--- src/rtl/pipeline_ctrl_if.sv ---
// Handshake bundle between the pipeline datapath and the stall/flush sequencer.
// The master side (pipeline/bench) drives hazard/branch/memory status and
// receives freeze, flush, status and performance-counter outputs.
interface pipeline_ctrl_if #(
   parameter int CNT_W = 32
);
   logic             hazard;
   logic             branch_taken;
   logic             mem_access;
   logic             mem_ready;
   logic             perf_clr;
   logic             freeze_if;
   logic             freeze_id;
   logic             freeze_exe;
   logic             freeze_mem;
   logic             bubble_wb;
   logic             flush_id;
   logic             flush_exe;
   logic             mem_timeout_err;
   logic [1:0]       state;
   logic [CNT_W-1:0] stall_cycles;
   logic [CNT_W-1:0] flush_count;
   logic [CNT_W-1:0] mem_wait_cycles;

   modport master (
      output hazard, branch_taken, mem_access, mem_ready, perf_clr,
      input  freeze_if, freeze_id, freeze_exe, freeze_mem, bubble_wb,
             flush_id, flush_exe, mem_timeout_err, state,
             stall_cycles, flush_count, mem_wait_cycles
   );

   modport slave (
      input  hazard, branch_taken, mem_access, mem_ready, perf_clr,
      output freeze_if, freeze_id, freeze_exe, freeze_mem, bubble_wb,
             flush_id, flush_exe, mem_timeout_err, state,
             stall_cycles, flush_count, mem_wait_cycles
   );
endinterface

--- src/rtl/pipeline_ctrl.sv ---
// Stall/flush sequencer for the 5-stage pipeline (IF, ID, EXE, MEM, WB).
// Freeze/flush controls are combinational from the FSM state and the current
// hazard/branch/memory inputs; the FSM holds the pipeline during multi-cycle
// memory accesses and latches a sticky error when the watchdog expires.
// Optional feature macro: PIPELINE_CTRL_PERF_CNT_EN (saturating perf counters).
module pipeline_ctrl #(
   parameter int MEM_TIMEOUT = 64,
   parameter int TO_W        = 8,
   parameter int CNT_W       = 32
) (
   input logic              clk,
   input logic              rst_n,
   pipeline_ctrl_if.slave   bus
);

   typedef enum logic [1:0] {
      S_RUN  = 2'd0,
      S_WAIT = 2'd1,
      S_ERR  = 2'd2
   } state_t;

   localparam logic [TO_W-1:0] TIMEOUT_CNT = TO_W'(MEM_TIMEOUT);

   state_t          state_q, state_d;
   logic [TO_W-1:0] wait_q, wait_d;
   logic            err_q, err_d;

   logic mem_stall;
   logic rule_err, rule_mem, rule_br, rule_hz;

   // State, wait counter and sticky error register
   always_ff @(posedge clk) begin
      if (!rst_n) begin
         state_q <= S_RUN;
         wait_q  <= '0;
         err_q   <= 1'b0;
      end else begin
         state_q <= state_d;
         wait_q  <= wait_d;
         err_q   <= err_d;
      end
   end

   // Next-state logic and prioritised freeze/flush decode
   always_comb begin
      state_d   = state_q;
      wait_d    = wait_q;
      err_d     = err_q;
      mem_stall = bus.mem_access & ~bus.mem_ready;

      // A stalled MEM stage owns the pipeline; branch and hazard wait behind it
      rule_err = (state_q == S_ERR);
      rule_mem = ~rule_err & mem_stall;
      rule_br  = ~rule_err & ~mem_stall & bus.branch_taken;
      rule_hz  = ~rule_err & ~mem_stall & ~bus.branch_taken & bus.hazard;

      case (state_q)
         S_RUN: begin
            if (mem_stall) begin
               state_d = S_WAIT;
               wait_d  = TO_W'(1);
            end
         end
         S_WAIT: begin
            if (!mem_stall) begin
               state_d = S_RUN;
               wait_d  = '0;
            end else if ((MEM_TIMEOUT != 0) && (wait_q == TIMEOUT_CNT)) begin
               state_d = S_ERR;
               err_d   = 1'b1;
            end else if (wait_q != '1) begin
               wait_d = wait_q + TO_W'(1);
            end
         end
         S_ERR: begin
            state_d = S_ERR;
         end
         default: begin
            state_d = S_RUN;
            wait_d  = '0;
         end
      endcase

      bus.freeze_if  = rule_err | rule_mem | rule_hz;
      bus.freeze_id  = rule_err | rule_mem | rule_hz;
      bus.freeze_exe = rule_err | rule_mem;
      bus.freeze_mem = rule_err | rule_mem;
      bus.bubble_wb  = rule_err | rule_mem;
      bus.flush_id   = rule_br;
      bus.flush_exe  = rule_br | rule_hz;
   end

   assign bus.state           = state_q;
   assign bus.mem_timeout_err = err_q;

`ifdef PIPELINE_CTRL_PERF_CNT_EN
   logic [CNT_W-1:0] stall_q, flush_q, memw_q;

   function automatic logic [CNT_W-1:0] sat_inc(input logic [CNT_W-1:0] v,
                                                input logic en);
      if (en && (v != '1)) return v + CNT_W'(1);
      return v;
   endfunction

   // Saturating event counters; a clear wins over a same-cycle increment
   always_ff @(posedge clk) begin
      if (!rst_n || bus.perf_clr) begin
         stall_q <= '0;
         flush_q <= '0;
         memw_q  <= '0;
      end else begin
         stall_q <= sat_inc(stall_q, rule_hz);
         flush_q <= sat_inc(flush_q, rule_br);
         memw_q  <= sat_inc(memw_q, rule_mem);
      end
   end

   assign bus.stall_cycles    = stall_q;
   assign bus.flush_count     = flush_q;
   assign bus.mem_wait_cycles = memw_q;
`else
   assign bus.stall_cycles    = '0;
   assign bus.flush_count     = '0;
   assign bus.mem_wait_cycles = '0;
`endif

endmodule

--- src/flat_wrapper.sv ---
// flat-port wrapper written by rule: the top's interface ports become plain ports
module pipeline_ctrl_flat 
#(
   parameter int MEM_TIMEOUT = 64,
   parameter int TO_W        = 8,
   parameter int CNT_W       = 32
)
  (clk, rst_n, bus_hazard, bus_branch_taken, bus_mem_access, bus_mem_ready, bus_perf_clr, bus_freeze_if, bus_freeze_id, bus_freeze_exe, bus_freeze_mem, bus_bubble_wb, bus_flush_id, bus_flush_exe, bus_mem_timeout_err, bus_state, bus_stall_cycles, bus_flush_count, bus_mem_wait_cycles);
  pipeline_ctrl_if #(.CNT_W(CNT_W)) bus_i ();
  input logic clk;
  input logic rst_n;
  input wire logic [$bits(bus_i.hazard)-1:0] bus_hazard;
  input wire logic [$bits(bus_i.branch_taken)-1:0] bus_branch_taken;
  input wire logic [$bits(bus_i.mem_access)-1:0] bus_mem_access;
  input wire logic [$bits(bus_i.mem_ready)-1:0] bus_mem_ready;
  input wire logic [$bits(bus_i.perf_clr)-1:0] bus_perf_clr;
  output wire logic [$bits(bus_i.freeze_if)-1:0] bus_freeze_if;
  output wire logic [$bits(bus_i.freeze_id)-1:0] bus_freeze_id;
  output wire logic [$bits(bus_i.freeze_exe)-1:0] bus_freeze_exe;
  output wire logic [$bits(bus_i.freeze_mem)-1:0] bus_freeze_mem;
  output wire logic [$bits(bus_i.bubble_wb)-1:0] bus_bubble_wb;
  output wire logic [$bits(bus_i.flush_id)-1:0] bus_flush_id;
  output wire logic [$bits(bus_i.flush_exe)-1:0] bus_flush_exe;
  output wire logic [$bits(bus_i.mem_timeout_err)-1:0] bus_mem_timeout_err;
  output wire logic [$bits(bus_i.state)-1:0] bus_state;
  output wire logic [$bits(bus_i.stall_cycles)-1:0] bus_stall_cycles;
  output wire logic [$bits(bus_i.flush_count)-1:0] bus_flush_count;
  output wire logic [$bits(bus_i.mem_wait_cycles)-1:0] bus_mem_wait_cycles;
  assign bus_i.hazard = bus_hazard;
  assign bus_i.branch_taken = bus_branch_taken;
  assign bus_i.mem_access = bus_mem_access;
  assign bus_i.mem_ready = bus_mem_ready;
  assign bus_i.perf_clr = bus_perf_clr;
  assign bus_freeze_if = bus_i.freeze_if;
  assign bus_freeze_id = bus_i.freeze_id;
  assign bus_freeze_exe = bus_i.freeze_exe;
  assign bus_freeze_mem = bus_i.freeze_mem;
  assign bus_bubble_wb = bus_i.bubble_wb;
  assign bus_flush_id = bus_i.flush_id;
  assign bus_flush_exe = bus_i.flush_exe;
  assign bus_mem_timeout_err = bus_i.mem_timeout_err;
  assign bus_state = bus_i.state;
  assign bus_stall_cycles = bus_i.stall_cycles;
  assign bus_flush_count = bus_i.flush_count;
  assign bus_mem_wait_cycles = bus_i.mem_wait_cycles;
  pipeline_ctrl #(.MEM_TIMEOUT(MEM_TIMEOUT), .TO_W(TO_W), .CNT_W(CNT_W)) u_core (.clk(clk), .rst_n(rst_n), .bus(bus_i));
endmodule
--- config.mk ---
export PLATFORM = sky130hd
export DESIGN_NAME = pipeline_ctrl_flat
export DESIGN_NICKNAME = d
export VERILOG_FILES = /design/src/rtl/pipeline_ctrl_if.sv /design/src/rtl/pipeline_ctrl.sv /design/src/flat_wrapper.sv
export SDC_FILE = /design/constraint.sdc
export NUM_CORES = 1
export LEC_CHECK = 0
export CAP_MARGIN = 20
export CORE_ASPECT_RATIO = 2
export CORE_MARGIN = 1
export CORE_UTILIZATION = 34
export DETAILED_ROUTE_END_ITERATION = 7
export GPL_TIMING_DRIVEN = 0
export PLACE_DENSITY = 0.8
export SETUP_SLACK_MARGIN = 0.3
export SLEW_MARGIN = 20
export SYNTH_ARGS = -nofsm -noshare
export SYNTH_HDL_FRONTEND = slang
export SYNTH_SLANG_ARGS = --single-unit
--- constraint.sdc ---
create_clock -name clk -period 2.1 [get_ports clk]
set_clock_uncertainty 0.2 [all_clocks]
set_input_delay 0.21 -clock clk [delete_from_list [all_inputs] [get_ports clk]]
set_output_delay 0.21 -clock clk [all_outputs]
set_load 0.01 [all_outputs]
-- Word-level counts from Yosys, hierarchy flattened
Index checks and enable logic that the tools add are counted.
- register bits: 11
- bits in latches: 0
- bits in writable memories: 0
- memory bits (read-only): 0
- input port bits: 7
- memories kept: 0
- add/subtract/negate cells: 1
- multipliers: 0
- divide/modulo/power cells: 0
- order comparisons: 0
- eq/ne operators: 8
- shift operators: 0
- muxes and demuxes: 9
- bitwise gates (word level): 13
- reductions and logical operators: 4
- operators with widths (operator ; number):
    $mux W8 ; 4
    $pmux W8 S3 ; 1
    $ne A3 B3 Y1 const B ; 3
    $add A8 B1 Y8 const B ; 1
    $eq A8 B7 Y1 const B ; 1
    $ne A8 B8 Y1 const B ; 1
    $and A1 B1 Y1 ; 6
    $mux W2 ; 3
    $pmux W2 S3 ; 1
    $not A1 Y1 ; 4
    $reduce_and A4 Y1 ; 1
    $or A1 B1 Y1 ; 3
    $reduce_and A3 Y1 ; 1
    $eq A2 B1 Y1 const B ; 1
    $eq A2 B2 Y1 const B ; 1
    $logic_not A2 Y1 ; 1
    $ne A2 B1 Y1 const B ; 1
    $reduce_and A2 Y1 ; 1

-- Logic depth before layout (Yosys ltp)
- depth in word-level cells: 7
- mapped depth: 6
- gate-level depth less buffers: 6

-- Least setup slack after synthesis
OpenSTA, ideal clock, no wires.
- path kind: reg2reg
- from: register u_core.wait_q[0]
- to: register u_core.wait_q[7]
- library setup time: 122 ps
- data arrival time: 1374 ps
- required time: 1778 ps
- setup slack: 405 ps
- stages on the path, launching flop included: 7
- path buffers: 0
- period minus slack after synthesis: 1695 ps
- path through: dfxtp_1 inv_1 ha_1 nand4bb_1 nor4_4 or2_1 o311a_1
- word-level cells in the longest chain between the ends: 5
- elaborated cells on any way between the ends: 10
- RTL lines (element ; line ; RTL):
    start, declared ; pipeline_ctrl.sv:25 ; logic [TO_W-1:0] wait_q, wait_d;
    start signal, assigned ; pipeline_ctrl.sv:39 ; wait_q <= wait_d;
    $add A8 B1 Y8 ; pipeline_ctrl.sv:72 ; wait_d = wait_q + TO_W'(1);
    $mux W8 ; pipeline_ctrl.sv:71 ; end else if (wait_q != '1) begin
    $mux W8 ; pipeline_ctrl.sv:68 ; end else if ((MEM_TIMEOUT != 0) && (wait_q == TIMEOUT_CNT)) begin
    $mux W8 ; pipeline_ctrl.sv:65 ; if (!mem_stall) begin
    $pmux W8 S3 ; pipeline_ctrl.sv:57 ; case (state_q)
Several ways; a longest one is shown, not always the timed one. The select of a mux whose other input is x is not followed.
A chain may end at the register's enable or synchronous reset.

-- Final worst setup path
- from: input bus_mem_access
- to: output bus_freeze_if
- word-level cells in the longest chain between the ends: 6
- elaborated cells on any way between the ends: 8
- RTL lines (element ; line ; RTL):
    start, declared ; flat_wrapper.sv:14 ; input wire logic [$bits(bus_i.mem_access)-1:0] bus_mem_access;
    $and A1 B1 Y1 * ; pipeline_ctrl.sv:49 ; mem_stall = bus.mem_access & ~bus.mem_ready;
    $not A1 Y1 ; pipeline_ctrl.sv:55 ; rule_hz = ~rule_err & ~mem_stall & ~bus.branch_taken & bus.hazard;
    $and A1 B1 Y1 (3 in a row) ; pipeline_ctrl.sv:55 ;
    $or A1 B1 Y1 * ; pipeline_ctrl.sv:84 ; bus.freeze_if = rule_err | rule_mem | rule_hz;
    end, declared ; flat_wrapper.sv:17 ; output wire logic [$bits(bus_i.freeze_if)-1:0] bus_freeze_if;
Every way passes the cells marked *; elsewhere a longest branch is shown, timed or not.

==> impl_metrics.ini <==
[outcome]
run_status = finished, final reports clean

[setup_path]
timing.rr.start = u_core.wait_q[0]
critPathCaptureType = primary output
startpoint_type = input pin
critPathKind = input pin to primary output
cp.required_ns = 1.69
r2r_cells = 6
worstPathArrival_ns = 1.42
reg2reg_to = u_core.wait_q[7]
cp_max_fo = 6
r2r_slack_ns = 0.39

[worst_hold_path]
hold_path_class = input pin to register
hold_end = u_core.bus.state[0]
hp-start = rst_n
hold_path_depth = 3

[sta]
period_share = 0.871
final-setup-viol-count = 0
drv_slew = 0
layout_setup_ws_ns = 0.271
fmax_mhz = 547
rsz0062_at_grt = yes
finalHoldViolCount = 0
timing.final.crit_period_ns = 1.83

[synthesis]
yosysMostFrequentCell = buf_4
synth.largest_area_cell = buf_4
synthCells = 179
ys_seq_area_frac = 0.154
synthTopCellsByArea = buf_4 (52%), dfxtp_1 (15%), nand2_1 (1.8%), a21oi_1 (1.8%), ha_1 (1.8%)
syn_area_sq_mm = 0.00143
async_flop_share = 0
synth_flop_cell = dfxtp_1
synthTopCellsByCount = buf_4 (99), dfxtp_1 (11), nand2_1 (7)
synth_seq_cells = 11
synth_enable_flop_cells = 0
netlist.area_leader.share = 0.520
synth.avg_cell_area_sq_um = 7.98
synth.distinct_cells = 42
ys_warn_count = 0

[run]
drv_cap = 0

[pwr]
power.leakage_nw = 1.26
power_density_mw_per_mm2 = 338
ir_drop_uv = 312

[placed_design]
dp_hpwl_mm = 2.26
gp_congestion = 0.804
io_buffers = 14
pre_cts_slack_ns = -0.193
dp_cells = 340

[grt]
antenna_found_initial = 0
grt_usage = 0.117
grt_max_degree = 11
grt_pass1_wl_mm = 3.84
grt_pass1_vias = 977
globalRoute.totalOverflow = 0

[routing]
first_pass_iters = 4
drcViolationCount = 0
vias = 1234
drt_wl_total_mm = 2.67
antenna_left = 0
via_per_inst = 3.49
first_iter_violations = 18
wl_per_cell_um = 7.55

[floorplan]
fp-row-count = 33
core-area_sq_mm = 0.00405
die-width_um = 47.8
io_pins = 113
start_util = 0.353
die_area_sq_mm = 0.00448
die_height_um = 93.7

[finish]
final_cells = 354
diodes = 0
nFillCells = 390
syn_to_final_growth_pct = 51.6
layout.nets = 312
post_route_cells_drive_above_1_share = 0.444

[cts]
clockRootBuffer = clkbuf_8
cts_buffer_depth = 2
clock_sinks = 11
cts_htree_levels = 1
cts_buffers = 3
clk_pin_slew_ns = 0.05
cts_tree = yes
clk-insertion-delay-late_ns = 0.24
==> repair_timing <==
item | 4_1_cts | 5_1_grt
setup buffers | 3 | 7
setup endpoints to repair | 9 | 15
hold buffers | 0 | 0
pin swaps | 2 | 8
gates resized for setup | 16 | 17
==> registers in the layout (all words and copies together), names as in the netlist <==
register,count
u_core.bus.mem_timeout_err,1
u_core.bus.state,2
u_core.wait_q,8
==> layout by cell type (no fill, tap or decap), types with 2 or more instances in the layout <==
cell type,netlist,layout
a41oi_1,2,2
dfxtp_2,0,2
dlygate4sd2_1,0,4
nand2_1,7,6
buf_4,99,109
a31oi_1,2,2
a21oi_1,5,5
clkbuf_8,0,3
conb_1,1,96
clkbuf_1,2,2
o211ai_1,2,2
inv_1,5,4
nand3_1,4,3
nor2_1,5,5
clkdlybuf4s50_1,0,6
ha_2,0,2
dfxtp_1,11,8
a21boi_1,2,2
inv_2,1,2
o21ai_0,2,2
clkbuf_2,0,2
==> through the flow <==
step | utilization | power (mW) | cell area (sq um) | setup TNS, ns | hold WS [ns]
global placement | 0.492 | 0.498 | 1990 | -0.408 | 0.232
CTS | 0.514 | 0.709 | 2080 | 0 | 0.132
finish | 0.535 | 0.732 | 2170 | 0 | 0.118
global route | 0.535 | 0.777 | 2170 | 0 | 0.181
floorplan | - | 0.464 | 1790 | 0 | 0.191
detailed placement | 0.492 | 0.499 | 1990 | -0.528 | 0.242
==> power by group <==
| part | switching (mW) | internal (mW) |
|---|---|---|
| clock network | 0.0845 | 0.134 |
| logic | 0.137 | 0.159 |
| registers | 0.00482 | 0.213 |
==> worst max-delay path, stage by stage <==
cell,delay (ns)
clkdlybuf4s50_1,0.49
inv_1,0.08
o21ai_4,0.18
a21o_1,0.14
buf_4,0.10
clkdlybuf4s15_1,0.22
==> per-layer routing <==
metal | wire (um) | track usage | up-vias
met5 | 0 | 0 | -
met4 | 55 | 0.0625 | 0
met3 | 368 | 0.0288 | 6
met2 | 1490 | 0.231 | 97
met1 | 760 | 0.0885 | 487
li1 | - | - | 644
==> cells by family after synthesis <==
family	Yosys count	synth area share
mux	1	0.00701
buf+inv	108	0.549
compound gates	25	0.121
simple gates	30	0.143
other cells	1	0.00262
xor+xnor	1	0.00613
fa+ha+maj	2	0.0175
flops	11	0.154
==> layout make-up <==
type | count | area (sq um) | share of cell area
Timing Repair Buffer | 24 | 203 | 0.0936
Tap cell | 52 | 65.1 | 0.0300
Buffer | 102 | 773 | 0.357
Sequential cell | 11 | 226 | 0.105
Inverter | 6 | 22.5 | 0.0104
Multi-Input combinational cell | 155 | 831 | 0.384
Clock buffer | 4 | 45.0 | 0.0208
==> worst max path at each step <==
stage                        startpoint                to  slack, ns  cells past startpoint
CTS                 u_core.bus.state[0]     bus_freeze_if       0.17                      7
finish                   bus_mem_access     bus_freeze_if       0.27                      6
global route        u_core.bus.state[0]     bus_freeze_if       0.23                      7
global placement         bus_mem_access     bus_freeze_if      -0.17                      6
detailed placement       bus_mem_access     bus_freeze_if      -0.19                      6
floorplan              u_core.wait_q[0]  u_core.wait_q[7]       0.40                      6
Power figures use the tool's default switching activity.
